==> src/rtl/rv32i_pkg.sv <==
// Shared RV32I constants for the ALU issue slice: opcodes, funct7 variants,
// funct3 codes that need special decoding, the issue FSM encoding and the control bundle.
package rv32i_pkg;

  localparam logic [6:0] OPC_OP     = 7'b0110011;
  localparam logic [6:0] OPC_OP_IMM = 7'b0010011;

  localparam logic [6:0] F7_BASE = 7'b0000000;
  localparam logic [6:0] F7_ALT  = 7'b0100000;

  localparam logic [2:0] F3_ADD_SUB = 3'b000;
  localparam logic [2:0] F3_SLL     = 3'b001;
  localparam logic [2:0] F3_SRL_SRA = 3'b101;

  localparam logic [1:0] ST_IDLE = 2'd0;
  localparam logic [1:0] ST_EXEC = 2'd1;
  localparam logic [1:0] ST_WB   = 2'd2;

  typedef struct packed {
    logic [31:0] op_a;
    logic [31:0] op_b;
    logic [2:0]  funct3;
    logic        op_sign;
    logic [4:0]  rd;
  } alu_ctrl_t;

  function automatic logic [31:0] imm_i(input logic [31:0] instr);
    return {{20{instr[31]}}, instr[31:20]};
  endfunction

endpackage

==> src/rtl/rv32i_alu_issue_if.sv <==
// Bundle of decode-side, ALU-side and write-back signals around the issue block.
// master = the issue block; slave = its environment. wb_flags exists only with ALU_ISSUE_FLAGS_EN.
interface rv32i_alu_issue_if #(
  parameter int XLEN = 32
);
  logic            instr_valid;
  logic            instr_ready;
  logic [31:0]     instr;
  logic [XLEN-1:0] rs1_data;
  logic [XLEN-1:0] rs2_data;

  logic            alu_execute;
  logic [XLEN-1:0] op_a;
  logic [XLEN-1:0] op_b;
  logic [2:0]      funct3;
  logic            op_sign;
  logic [XLEN-1:0] alu_result;
  logic            alu_zero;
  logic            alu_negative;
  logic            alu_overflow;

  logic            wb_valid;
  logic            wb_ready;
  logic [4:0]      wb_rd;
  logic [XLEN-1:0] wb_data;
`ifdef ALU_ISSUE_FLAGS_EN
  logic [2:0]      wb_flags;
`endif
  logic            illegal_instr;

  modport master (
    input  instr_valid, instr, rs1_data, rs2_data,
           alu_result, alu_zero, alu_negative, alu_overflow, wb_ready,
    output instr_ready, alu_execute, op_a, op_b, funct3, op_sign,
           wb_valid, wb_rd, wb_data, illegal_instr
`ifdef ALU_ISSUE_FLAGS_EN
    , output wb_flags
`endif
  );

  modport slave (
    output instr_valid, instr, rs1_data, rs2_data,
           alu_result, alu_zero, alu_negative, alu_overflow, wb_ready,
    input  instr_ready, alu_execute, op_a, op_b, funct3, op_sign,
           wb_valid, wb_rd, wb_data, illegal_instr
`ifdef ALU_ISSUE_FLAGS_EN
    , input wb_flags
`endif
  );

endinterface

==> src/rtl/rv32i_alu_decode.sv <==
// Combinational OP / OP-IMM decoder: instruction word and source values to ALU controls,
// destination index and an illegal flag.
module rv32i_alu_decode
  import rv32i_pkg::*;
#(
  parameter int XLEN = 32
) (
  input  logic [31:0]     instr,
  input  logic [XLEN-1:0] rs1_data,
  input  logic [XLEN-1:0] rs2_data,
  output logic [XLEN-1:0] op_a,
  output logic [XLEN-1:0] op_b,
  output logic [2:0]      funct3,
  output logic            op_sign,
  output logic [4:0]      rd,
  output logic            illegal
);

  logic [6:0] opcode;
  logic [6:0] funct7;
  logic       unused_rs1_idx;

  assign opcode = instr[6:0];
  assign funct7 = instr[31:25];
  // Register indices are resolved upstream; only the values arrive here.
  assign unused_rs1_idx = ^instr[19:15];

  always_comb begin
    op_a    = rs1_data;
    op_b    = rs2_data;
    funct3  = instr[14:12];
    op_sign = 1'b0;
    rd      = instr[11:7];
    illegal = 1'b1;
    case (opcode)
      OPC_OP: begin
        op_sign = instr[30];
        illegal = !((funct7 == F7_BASE) ||
                    ((funct7 == F7_ALT) &&
                     ((funct3 == F3_ADD_SUB) || (funct3 == F3_SRL_SRA))));
      end
      OPC_OP_IMM: begin
        op_b = imm_i(instr);
        // Only SRAI may set op_sign; ADDI with imm[10] set must still add.
        op_sign = (funct3 == F3_SRL_SRA) ? instr[30] : 1'b0;
        if (funct3 == F3_SLL) begin
          illegal = (funct7 != F7_BASE);
        end else if (funct3 == F3_SRL_SRA) begin
          illegal = !((funct7 == F7_BASE) || (funct7 == F7_ALT));
        end else begin
          illegal = 1'b0;
        end
      end
      default: illegal = 1'b1;
    endcase
  end

endmodule

==> src/rtl/rv32i_alu_issue.sv <==
// Issue/writeback sequencer: IDLE accepts and decodes, EXEC drives the external ALU for one
// cycle, WB offers the result to the register file. Optional flag capture: ALU_ISSUE_FLAGS_EN.
module rv32i_alu_issue
  import rv32i_pkg::*;
#(
  parameter int XLEN = 32
) (
  input  logic              clk,
  input  logic              reset_n,
  rv32i_alu_issue_if.master bus
);

  logic [1:0]      state_q, state_d;
  alu_ctrl_t       ctrl_q, ctrl_d;
  logic [XLEN-1:0] wb_data_q, wb_data_d;
  logic            illegal_q, illegal_d;

  logic [XLEN-1:0] dec_op_a;
  logic [XLEN-1:0] dec_op_b;
  logic [2:0]      dec_funct3;
  logic            dec_op_sign;
  logic [4:0]      dec_rd;
  logic            dec_illegal;

  rv32i_alu_decode #(.XLEN(XLEN)) u_decode (
    .instr    (bus.instr),
    .rs1_data (bus.rs1_data),
    .rs2_data (bus.rs2_data),
    .op_a     (dec_op_a),
    .op_b     (dec_op_b),
    .funct3   (dec_funct3),
    .op_sign  (dec_op_sign),
    .rd       (dec_rd),
    .illegal  (dec_illegal)
  );

`ifdef ALU_ISSUE_FLAGS_EN
  logic [2:0] flags_q, flags_d;
`else
  logic unused_alu_flags;
  assign unused_alu_flags = ^{bus.alu_zero, bus.alu_negative, bus.alu_overflow};
`endif

  always_comb begin
    state_d   = state_q;
    ctrl_d    = ctrl_q;
    wb_data_d = wb_data_q;
    illegal_d = 1'b0;
`ifdef ALU_ISSUE_FLAGS_EN
    flags_d   = flags_q;
`endif
    case (state_q)
      ST_IDLE: begin
        if (bus.instr_valid) begin
          if (dec_illegal) begin
            illegal_d = 1'b1;
          end else begin
            ctrl_d.op_a    = dec_op_a;
            ctrl_d.op_b    = dec_op_b;
            ctrl_d.funct3  = dec_funct3;
            ctrl_d.op_sign = dec_op_sign;
            ctrl_d.rd      = dec_rd;
            state_d        = ST_EXEC;
          end
        end
      end
      ST_EXEC: begin
        // Writes to x0 are executed but dropped; wb_data keeps the last real write.
        if (ctrl_q.rd != 5'd0) begin
          wb_data_d = bus.alu_result;
`ifdef ALU_ISSUE_FLAGS_EN
          flags_d   = {bus.alu_zero, bus.alu_negative, bus.alu_overflow};
`endif
          state_d   = ST_WB;
        end else begin
          state_d   = ST_IDLE;
        end
      end
      ST_WB: begin
        if (bus.wb_ready) begin
          state_d = ST_IDLE;
        end
      end
      default: state_d = ST_IDLE;
    endcase
  end

  always_ff @(posedge clk or negedge reset_n) begin
    if (!reset_n) begin
      state_q   <= ST_IDLE;
      ctrl_q    <= '0;
      wb_data_q <= '0;
      illegal_q <= 1'b0;
`ifdef ALU_ISSUE_FLAGS_EN
      flags_q   <= 3'b000;
`endif
    end else begin
      state_q   <= state_d;
      ctrl_q    <= ctrl_d;
      wb_data_q <= wb_data_d;
      illegal_q <= illegal_d;
`ifdef ALU_ISSUE_FLAGS_EN
      flags_q   <= flags_d;
`endif
    end
  end

  // Gated by reset_n so nothing upstream sees a ready while the block is held in reset.
  assign bus.instr_ready   = reset_n && (state_q == ST_IDLE);
  assign bus.alu_execute   = (state_q == ST_EXEC);
  assign bus.op_a          = ctrl_q.op_a;
  assign bus.op_b          = ctrl_q.op_b;
  assign bus.funct3        = ctrl_q.funct3;
  assign bus.op_sign       = ctrl_q.op_sign;
  assign bus.wb_valid      = (state_q == ST_WB);
  assign bus.wb_rd         = ctrl_q.rd;
  assign bus.wb_data       = wb_data_q;
  assign bus.illegal_instr = illegal_q;
`ifdef ALU_ISSUE_FLAGS_EN
  assign bus.wb_flags      = flags_q;
`endif

endmodule
==> src/flat_wrapper.sv <==
// flat-port wrapper written by rule: the top's interface ports become plain ports
module rv32i_alu_issue_flat import rv32i_pkg::*;
#(
  parameter int XLEN = 32
)
  (clk, reset_n, bus_instr_valid, bus_instr, bus_rs1_data, bus_rs2_data, bus_alu_result, bus_alu_zero, bus_alu_negative, bus_alu_overflow, bus_wb_ready, bus_instr_ready, bus_alu_execute, bus_op_a, bus_op_b, bus_funct3, bus_op_sign, bus_wb_valid, bus_wb_rd, bus_wb_data, bus_illegal_instr);
  rv32i_alu_issue_if #(.XLEN(XLEN)) bus_i ();
  input  logic clk;
  input  logic reset_n;
  input wire logic [$bits(bus_i.instr_valid)-1:0] bus_instr_valid;
  input wire logic [$bits(bus_i.instr)-1:0] bus_instr;
  input wire logic [$bits(bus_i.rs1_data)-1:0] bus_rs1_data;
  input wire logic [$bits(bus_i.rs2_data)-1:0] bus_rs2_data;
  input wire logic [$bits(bus_i.alu_result)-1:0] bus_alu_result;
  input wire logic [$bits(bus_i.alu_zero)-1:0] bus_alu_zero;
  input wire logic [$bits(bus_i.alu_negative)-1:0] bus_alu_negative;
  input wire logic [$bits(bus_i.alu_overflow)-1:0] bus_alu_overflow;
  input wire logic [$bits(bus_i.wb_ready)-1:0] bus_wb_ready;
  output wire logic [$bits(bus_i.instr_ready)-1:0] bus_instr_ready;
  output wire logic [$bits(bus_i.alu_execute)-1:0] bus_alu_execute;
  output wire logic [$bits(bus_i.op_a)-1:0] bus_op_a;
  output wire logic [$bits(bus_i.op_b)-1:0] bus_op_b;
  output wire logic [$bits(bus_i.funct3)-1:0] bus_funct3;
  output wire logic [$bits(bus_i.op_sign)-1:0] bus_op_sign;
  output wire logic [$bits(bus_i.wb_valid)-1:0] bus_wb_valid;
  output wire logic [$bits(bus_i.wb_rd)-1:0] bus_wb_rd;
  output wire logic [$bits(bus_i.wb_data)-1:0] bus_wb_data;
  output wire logic [$bits(bus_i.illegal_instr)-1:0] bus_illegal_instr;
  assign bus_i.instr_valid = bus_instr_valid;
  assign bus_i.instr = bus_instr;
  assign bus_i.rs1_data = bus_rs1_data;
  assign bus_i.rs2_data = bus_rs2_data;
  assign bus_i.alu_result = bus_alu_result;
  assign bus_i.alu_zero = bus_alu_zero;
  assign bus_i.alu_negative = bus_alu_negative;
  assign bus_i.alu_overflow = bus_alu_overflow;
  assign bus_i.wb_ready = bus_wb_ready;
  assign bus_instr_ready = bus_i.instr_ready;
  assign bus_alu_execute = bus_i.alu_execute;
  assign bus_op_a = bus_i.op_a;
  assign bus_op_b = bus_i.op_b;
  assign bus_funct3 = bus_i.funct3;
  assign bus_op_sign = bus_i.op_sign;
  assign bus_wb_valid = bus_i.wb_valid;
  assign bus_wb_rd = bus_i.wb_rd;
  assign bus_wb_data = bus_i.wb_data;
  assign bus_illegal_instr = bus_i.illegal_instr;
  rv32i_alu_issue #(.XLEN(XLEN)) u_core (.clk(clk), .reset_n(reset_n), .bus(bus_i));
endmodule
==> config.mk <==
export PLATFORM = sky130hd
export DESIGN_NAME = rv32i_alu_issue_flat
export DESIGN_NICKNAME = d
export VERILOG_FILES = /design/src/rtl/rv32i_pkg.sv /design/src/rtl/rv32i_alu_issue_if.sv /design/src/rtl/rv32i_alu_decode.sv /design/src/rtl/rv32i_alu_issue.sv /design/src/flat_wrapper.sv
export SDC_FILE = /design/constraint.sdc
export NUM_CORES = 1
export LEC_CHECK = 0
export CAP_MARGIN = 20
export CORE_UTILIZATION = 36
export CTS_BUF_LIST = sky130_fd_sc_hd__clkbuf_8 sky130_fd_sc_hd__clkbuf_16
export DETAILED_ROUTE_END_ITERATION = 6
export PLACE_DENSITY_LB_ADDON = 0.3
export SYNTH_ARGS = -nofsm -noshare
export SYNTH_HDL_FRONTEND = slang
export SYNTH_SLANG_ARGS = --single-unit
==> constraint.sdc <==
create_clock -name clk -period 1.8 [get_ports clk]
set_clock_uncertainty 0.1 [all_clocks]
set_input_delay 0.18 -clock clk [delete_from_list [all_inputs] [get_ports clk]]
set_output_delay 0.18 -clock clk [all_outputs]
set_load 0.05 [all_outputs]
==> metrics.csv, run 1 <==
stage;metric;value;unit
critical_path;startpoint types;input port;
critical_path;Worst EP required;1.93;ns
grt;Total GRT Usage;0.2019;
place;PortBufs;235;
drt;iteration-0 DRC count of the detailed router;97;
grt;first-pass GRT wire length;20220;um
synthesis;Yosys cell types;26;
place;Post-Place Cells;737;
clocking;H-tree levels;3;
drt;DR DRC count;0;
finish;Area Overhead vs Synth;78.61;%
sta;final slew viol count;0;
sta;Rel. slew slack;0.6160;
synthesis;post-synthesis register bit count;108;
synthesis;Synth area leader;dfrtp_1;
sta;crit path time final;2.007;ns
pwr;VDD IR-drop max;411.5;uV
synthesis;Syn Inst Count;310;
job;MaxCap Viol Count;0;
drt;Routed Antenna Nets;0;
clocking;worst skew pair latency;0.34;ns
floorplanning;FP Rows;41;
floorplanning;Initial Util;0.3703;
finish;layout cells sized above 1;0.3560;
drt;via count;3601;
clocking;Num CTS Buffers;9;
drt;drt total wl;14030;um
place;hpwl dp;8939;um
synthesis;syn avg cell area;15.14;um2
sta;# setup viols final;105;
synthesis;top cells by area, synth;dfrtp_1, mux2_4, mux2_2;
grt;initial antenna violation count;0;
clocking;CTS max path bufs;2;
floorplanning;Vert. Die Dim;116.2;um
pwr;Tot Pwr;5.849;mW
synthesis;share of the synthesized area in the top cell type;0.5760;
drt;routed len/inst;18.08;um
clocking;Clk pin slew, worst setup/hold paths;0.07;ns
synthesis;post-synth design cell area;4692;um2
floorplanning;IO Pins;244;
synthesis;sequential area share after synthesis;0.5760;
worst_hold_path;type of the most critical hold path;input port to flop;
floorplanning;core area;12670;um2
clocking;root buf cell;clkbuf_16;
sta;RSZ-0062 raised after global routing;yes;
clocking;CTS Sinks;108;
clocking;CTS tree;done;
critical_path;Crit Path Category;input port to flop;
run_status;failing checks;setup timing;
synthesis;Post-Syn Nets;445;
critical_path;CP endpoint kind;flop;
finish;Nets;735;
sta;Final WS setup;-0.2074;ns
sta;Final Hold Fails;0;
floorplanning;Die ar.;13490;um2
grt;Congestion Overflow GR;0;
run_status;status;complete, but fails checks;
sta;Tcrit/Tclk final;1.115;
finish;ANT cells;0;
grt;largest net degree at the start of global routing;109;
drt;Via density;4.640;
floorplanning;Chip Width;116.2;um
sta;Max Clk Rate;498.2;MHz
pwr;total power divided by cell area;698.0;nW/um2
place;routability cong.;0.7787;
sta;worst slew pin tran;0.5759;ns
pwr;Leakage;4.453;nW
finish;Finished Layout Cells;776;
sta;setup_tns;-13.00;ns
grt;vias in the first global route;3809;
critical_path;worst endpoint data arrival time;2.13;ns
finish;Fillers;925;
synthesis;Synth Warn #;0;
critical_path;crit path max fanout;5;
drt;TritonRoute pass-1 iters;4;
place;pre-CTS setup slack;-0.8271;ns
-- per-stage QoR --
| step | hold slack, ns | utilization | instance area [um2] |
|---|---|---|---|
| CTS | 0.08917 | 0.6483 | 8214 |
| finish | 0.03716 | 0.6614 | 8381 |
| floorplan | -0.2156 | - | 4762 |
| global route | 0.04741 | 0.6614 | 8381 |
| global placement | 0.2457 | 0.5881 | 7452 |
| detailed placement | 0.2533 | 0.5881 | 7452 |
-- cell families (layout without fill, tap and decap cells) --
group           count (synthesis)  count (layout)  share of synthesized area
compound gates                 27              27                    0.03040
simple gates                   19              19                    0.02587
buf+inv                        40             334                    0.05573
flops                         108             108                     0.5760
mux                           116             116                     0.3120
-- cells in the final DEF, fill, tap and decap left out, types with 17 or more instances in the layout --
cell type / count
buf_4: 51
dfrtp_1: 105
dlygate4sd2_1: 37
clkdlybuf4s50_1: 115
mux2_4: 84
dlymetal6s2s_1: 48
mux2i_1: 21
inv_1: 23
a21oi_1: 22
buf_6: 17
-- sequential cells by signal (all words and copies together), names as in the netlist --
| register | flops |
|---|---|
| u_core.bus.op_a | 32 |
| u_core.bus.funct3 | 3 |
| u_core.bus.wb_data | 32 |
| u_core.bus.illegal_instr | 1 |
| u_core.bus.op_sign | 1 |
| u_core.bus.op_b | 32 |
| u_core.state_q | 2 |
| u_core.bus.wb_rd | 5 |
-- what timing repair did --
action | CTS | global route
cloned | 7 | 2
endpoints found under the hold margin | 108 | 0
resized for setup | 113 | 66
pin swaps | 5 | 11
hold buffers | 1 | 0
endpoints found under the setup margin | 141 | 147
buffers inserted | 17 | 4
-- cells in the mapped netlist --
cell,number
mux2_4,49
mux2_2,46
buf_12,5
or3_1,1
nand4b_1,1
buf_2,6
dfrtp_1,108
nor2b_1,3
inv_1,23
a21oi_1,22
nand2b_1,2
buf_6,3
nand2_1,1
mux2i_1,21
o21ai_0,2
or4_1,3
nor4_2,1
nor2_1,3
clkbuf_1,3
nor3_1,1
nor4_1,1
o21ai_1,1
and2_1,1
o32a_1,1
nor3b_1,1
a21boi_0,1
-- path summary, 6_finish.rpt --
path                                           to  cells after the start  slack (ns)             startpoint
max                           u_core.bus.op_a[15]                      9       -0.21          bus_instr[26]
min                          u_core.bus.funct3[0]                      2        0.04          bus_instr[12]
max reg2reg                u_core.bus.wb_data[20]                      5       -0.19    u_core.bus.wb_rd[3]
min reg2reg                 u_core.bus.wb_data[8]                      1        0.40  u_core.bus.wb_data[8]
max in group asynchronous      u_core.bus.op_b[5]                      3        0.74                reset_n
min in group asynchronous     u_core.bus.wb_rd[2]                      3        0.44                reset_n
-- final cells by class --
type / count / area [um2] / area share
multi-input combinational: 162 / 1899 / 0.2266
timing repair buffer: 296 / 3196 / 0.3813
clock inverter: 4 / 25.02 / 0.002986
clock buffer: 11 / 252.7 / 0.03016
sequential: 108 / 2706 / 0.3229
inverter: 23 / 86.33 / 0.01030
tap: 172 / 215.2 / 0.02568
-- report_power, final --
| part | internal, mW | switching, mW | total [mW] |
|---|---|---|---|
| Combinational | 0.618 | 0.729 | 1.35 |
| Sequential | 2.56 | 0.0781 | 2.64 |
| Clock | 1.00 | 0.865 | 1.87 |
-- worst max-delay path: stages --
cell and delay (ns):
buf_6 0.09, or4_4 0.52, o32a_1 0.35, nor4_4 0.18
buf_6 0.16, buf_12 0.12, buf_12 0.10, buf_12 0.12
mux2_4 0.30
-- metal layers --
| metal | GRT usage | wire [um] | part of all wire | vias to the layer above |
|---|---|---|---|---|
| met5 | 0 | 0 | 0 | - |
| met3 | 0.06539 | 1166 | 0.083 | 20 |
| met4 | 0.09060 | 271 | 0.019 | 0 |
| met1 | 0.2400 | 5699 | 0.41 | 1759 |
| li1 | - | - | - | 1656 |
| met2 | 0.3345 | 6892 | 0.49 | 166 |
(Power assumes the default switching activity.)
==> run 2, diff against run 1 <==
- CAP_MARGIN: 20 -> not set
==> results of run 2 <==
Final layout, timing and power as in run 1 (identical DEF).
